File: src/rtl/pipe_stage_skid_reg.sv
// Pipeline stage register with a valid/ready handshake and a synchronous flush.
// With SKID=1 a second (skid) slot absorbs the entry that arrives in the cycle
// downstream stalls. This lets in_ready_o come straight from a flop instead of
// from out_ready_i.
// With SKID=0 the stage holds a single entry and in_ready_o is combinational.
//
// state | meaning
// EMPTY | no entry held, output slot invalid
// ONE   | output slot (main) valid, skid slot empty
// FULL  | main and skid both valid, upstream back-pressured (SKID=1 only)
module pipe_stage_skid_reg #(
  parameter int unsigned DATA_W     = 64,
  parameter bit          SKID       = 1'b1,
  parameter bit          CLEAR_DATA = 1'b1
) (
  input  logic              clk,
  input  logic              rst,
  input  logic              flush_i,
  input  logic              in_valid_i,
  output logic              in_ready_o,
  input  logic [DATA_W-1:0] in_data_i,
  output logic              out_valid_o,
  input  logic              out_ready_i,
  output logic [DATA_W-1:0] out_data_o,
  output logic [1:0]        occupancy_o
);

  typedef enum logic [1:0] {
    EMPTY = 2'd0,
    ONE   = 2'd1,
    FULL  = 2'd2
  } state_e;

  state_e            state_q, state_d;
  logic [DATA_W-1:0] main_q, main_d;
  logic [DATA_W-1:0] skid_q, skid_d;
  logic              in_ready_q, in_ready_d;
  logic              in_fire, out_fire;

  assign out_valid_o = (state_q != EMPTY);
  assign out_data_o  = main_q;
  assign occupancy_o = (state_q == FULL) ? 2'd2 :
                       (state_q == ONE)  ? 2'd1 : 2'd0;

  // Skid variant: ready is a flop, so out_ready_i never feeds back upstream.
  assign in_ready_o  = SKID ? in_ready_q : (~out_valid_o | out_ready_i);
  assign in_fire     = in_valid_i & in_ready_o;
  assign out_fire    = out_valid_o & out_ready_i;

  // Next-state and data steering; flush overrides everything the handshake decided.
  always_comb begin
    state_d = state_q;
    main_d  = main_q;
    skid_d  = skid_q;
    case (state_q)
      EMPTY: begin
        if (in_fire) begin
          state_d = ONE;
          main_d  = in_data_i;
        end
      end
      ONE: begin
        if (in_fire && out_fire) begin
          main_d = in_data_i;
        end else if (in_fire) begin
          // Only reachable with SKID=1; with SKID=0 in_ready implies out_ready here.
          state_d = FULL;
          skid_d  = in_data_i;
        end else if (out_fire) begin
          state_d = EMPTY;
        end
      end
      FULL: begin
        if (out_fire) begin
          state_d = ONE;
          main_d  = skid_q;
        end
      end
      default: begin
        state_d = EMPTY;
      end
    endcase
    if (flush_i) begin
      state_d = EMPTY;
      if (CLEAR_DATA) begin
        main_d = '0;
        skid_d = '0;
      end
    end
    in_ready_d = (state_d != FULL);
  end

  // State, payload and registered ready update; reset clears everything at once.
  always_ff @(posedge clk or posedge rst) begin
    if (rst) begin
      state_q    <= EMPTY;
      main_q     <= '0;
      skid_q     <= '0;
      in_ready_q <= 1'b1;
    end else begin
      state_q    <= state_d;
      main_q     <= main_d;
      skid_q     <= skid_d;
      in_ready_q <= in_ready_d;
    end
  end

endmodule

File: config.mk
export PLATFORM = sky130hd
export DESIGN_NAME = pipe_stage_skid_reg
export DESIGN_NICKNAME = d
export VERILOG_FILES = /design/src/rtl/pipe_stage_skid_reg.sv
export SDC_FILE = /design/constraint.sdc
export NUM_CORES = 1
export LEC_CHECK = 0
export ABC_AREA = 0
export ABC_CLOCK_PERIOD_IN_PS = 5100
export CAP_MARGIN = 15
export CORE_MARGIN = 5
export CORE_UTILIZATION = 47
export CTS_CLUSTER_DIAMETER = 50
export DETAILED_ROUTE_END_ITERATION = 12
export GPL_ROUTABILITY_DRIVEN = 0
export MAX_ROUTING_LAYER = met4
export PLACE_DENSITY = 0.84
export SYNTH_ARGS = -nofsm -noshare
export SYNTH_HDL_FRONTEND = slang
export SYNTH_SLANG_ARGS = --single-unit
File: constraint.sdc
create_clock -name clk -period 5.1 [get_ports clk]
set_input_delay 1.02 -clock clk [delete_from_list [all_inputs] [get_ports clk]]
set_output_delay 1.02 -clock clk [all_outputs]
set_load 0.01 [all_outputs]
==> summary.txt <==
Die
  • Die Wd: 119 um
  • Row cnt: 40
  • Initial core utilization: between 40% and 50%
  • Die ar.: 14,200 sq um
  • I/O pins: between 100 and 150
  • Core ar.: 11,900 sq um
  • Die Span Y: 119 um

Min path
  • Hold Path Depth: 2
  • Worst Hold Class: reg -> reg

Yosys
  • Most common cell in the netlist: dfrtp_1
  • Commonest cells in the netlist: dfrtp_1 (130), nand2_1 (65), a22o_1 (64), mux2i_1 (64), o31ai_1 (64)
  • Largest cells by area after synthesis: dfrtp_1 (58%), mux2i_1 (11%), a22o_1 (10%)
  • Gate Count Post-Synth: 451
  • Number of synthesized flops with an enable pin: 0
  • Synth cell types: 26
  • Top FF cell, synth: dfrtp_1
  • Top-area cell type share of the netlist area: 57.9%
  • Total number of yosys warnings: 0
  • Post-Syn Area: 5620 sq um
  • Seq cells post-synth: 131
  • Post-synthesis async set-or-reset flop share: between 90% and 100%
  • Syn nets: 520
  • Avg Inst Size Synth: 12.5 sq um
  • Post-synth top area cell: dfrtp_1
  • Seq/Total Area, Yosys: 58.4%

Cells and area
  • Fin area: 7580 sq um
  • Multi-input combinational cell area: 2070 sq um
  • Area grow syn2layout: 35.1%
  • Nets: 639
  • Fillers: just over 900
  • Inserted Diodes: 0
  • Non-filler cells, final: 730
  • FF+latch area: 3280 sq um
  • Share of cells above drive strength 1: 7.72%

STA
  • Min Tclk post-route: between 2 and 3 ns
  • Max-slew violations: 0
  • Final Skew: 0.00815 ns
  • Achievable frequency: 370 MHz
  • Final setup TNS: 0 ns
  • Slew HR: between 20 and 30%
  • # setup viols final: 0
  • Hold Violations, Final: 0
  • Hold slack final: roughly 0.48 ns
  • RSZ-0062 raised after global routing: false
  • Tcrit/Tclk final: 53.0%
  • Worst slew pin tran: between 1 and 1.5 ns

Setup path
  • CP top delay family: buffers and inverters
  • Max incr delay on CP: around 0.58 ns
  • CP max-delay cell: clkdlybuf4s50_1
  • Worst Path Buf+Inv: 2
  • Req. time, crit path: 4.08 ns
  • CP Launch Type: flip-flop
  • WS Path Type: reg -> out
  • Crit. End Element: primary output
  • CP Data Arrival Time: 1.68 ns
  • R2r worst-path depth: 5
  • Critical Path, Cell by Cell: nand2b_4 > inv_1 > clkdlybuf4s50_1
  • Crit-path max FO: 7
  • WP depth: 3

Clock network
  • CTS HTree Levels: 4
  • Clock Latency Late Sink: 0.40 ns
  • CTS sink cnt: around 130
  • CTS Buffer Depth: 2
  • CTS buffer count: 17
  • Setup Buffers After CTS: 0
  • CTS tree: yes
  • Root buf cell: clkbuf_16
  • Resized cells post-CTS: 0
  • Clock slew at reported path FFs: 0.06 ns
  • Hold Buf Count CTS: 0

Run status
  • Outcome: finished, final reports clean

Detailed routing
  • Drt pass-1 iters: 6
  • DRT iter0 DRCs: 395
  • Routed vias: 4,122
  • Detailed Route WL: around 13 mm
  • Routed Antenna Nets: 0
  • WL/cell: 18.0 um
  • Vias per inst: 5.65
  • Remaining DRCs: 0

Place
  • I/O Buffers: 136
  • DP Cell Count: 698
  • HPWL Detailed: 8.37 mm
  • Dpl cell area: around 7000 sq um

Global routing
  • Largest net degree at the start of global routing: 129
  • Gr usage total: 19.9%
  • First-pass GRT wire length: 22.2 mm
  • Initial antenna violation count: 0
  • Remaining Overflow, GRT: 0
  • Vias in the first global route: 4,331

Power and ir drop
  • Static Leak: ~0.0037 uW
  • Max VDD drop: 0.205 mV
  • Power per Cell Area: 360 nW/um^2

Run
  • Max-Cap Viols: 0
-- path summary, 6_finish.rpt --
kind	start	end	slack [ns]
worst max-delay path	state_q[0]	occupancy_o[1]	2.40
worst min-delay path	out_data_o[18]	out_data_o[18]	0.48
worst max register to register	state_q[1]	skid_q[46]	3.00
worst min register to register	out_data_o[18]	out_data_o[18]	0.48
max in group asynchronous	rst	in_ready_o	3.07
min in group asynchronous	rst	out_data_o[11]	1.14
-- layer usage --
metal / part of all wire (%) / GRT usage (%) / up-vias
met3: 4.8 / 5.60 / 14
met2: 47 / 29.6 / 124
met4: 1.1 / 6.30 / 0
met5: 0 / - / -
met1: 47 / 26.5 / 2075
li1: - / - / 1909
-- worst min-delay path: cells and delay by family, from the launching register on --
family          cells  cell delay, ns
simple gates        1            0.05
compound gates      1            0.05
flops               1            0.34
-- kinds of logic after synthesis --
family | after synthesis | synth area share [%]
flip-flops | 131 | 58.4
AND/OR/NAND/NOR | 80 | 6.42
multiplexers | 64 | 11.4
AO/OA/AOI/OAI | 130 | 18.8
buffers and inverters | 46 | 4.99
-- final cells by class --
type | count | share of cell area, %
clock buffers | 20 | 5.89
clock inverters | 12 | 2.08
inverters | 4 | 0.231
multi-input cells | 274 | 27.3
flip-flops and latches | 131 | 43.2
well taps | 147 | 2.42
repair buffers | 142 | 18.8
-- stage by stage --
stage / utilization, % / power, uW / worst slack, ns
2_1_floorplan: - / 1330 / 0.584
3_3_place_gp: 58.9 / 1510 / 2.08
3_5_place_dp: 58.9 / 1520 / 2.03
4_1_cts: 63.9 / 2760 / 2.38
5_1_grt: 63.9 / 2840 / 2.30
6_report: 63.9 / 2730 / 2.40
-- power breakdown --
| part | internal, uW | total (uW) | switching (uW) |
|---|---|---|---|
| registers | 1100 | 1140 | 38.2 |
| logic | 189 | 360 | 172 |
| clock network | 783 | 1230 | 446 |
-- layout by cell type, fill, tap and decap left out, types with 2 or more instances in the layout --
cell type,count
a22o_1,64
buf_12,2
buf_4,4
bufinv_16,3
clkbuf_1,2
clkbuf_16,17
clkdlybuf4s50_1,135
clkinv_2,2
clkinv_4,4
clkinvlp_4,3
dfrtp_1,130
inv_1,3
mux2i_1,64
nand2_1,65
nor2_1,2
o31ai_1,64
-- flip-flops by register name, summed over array words and instances (netlist names) --
register and count:
in_ready_o 1, out_data_o 64, state_q 2, skid_q 64
(Power assumes the default switching activity.)
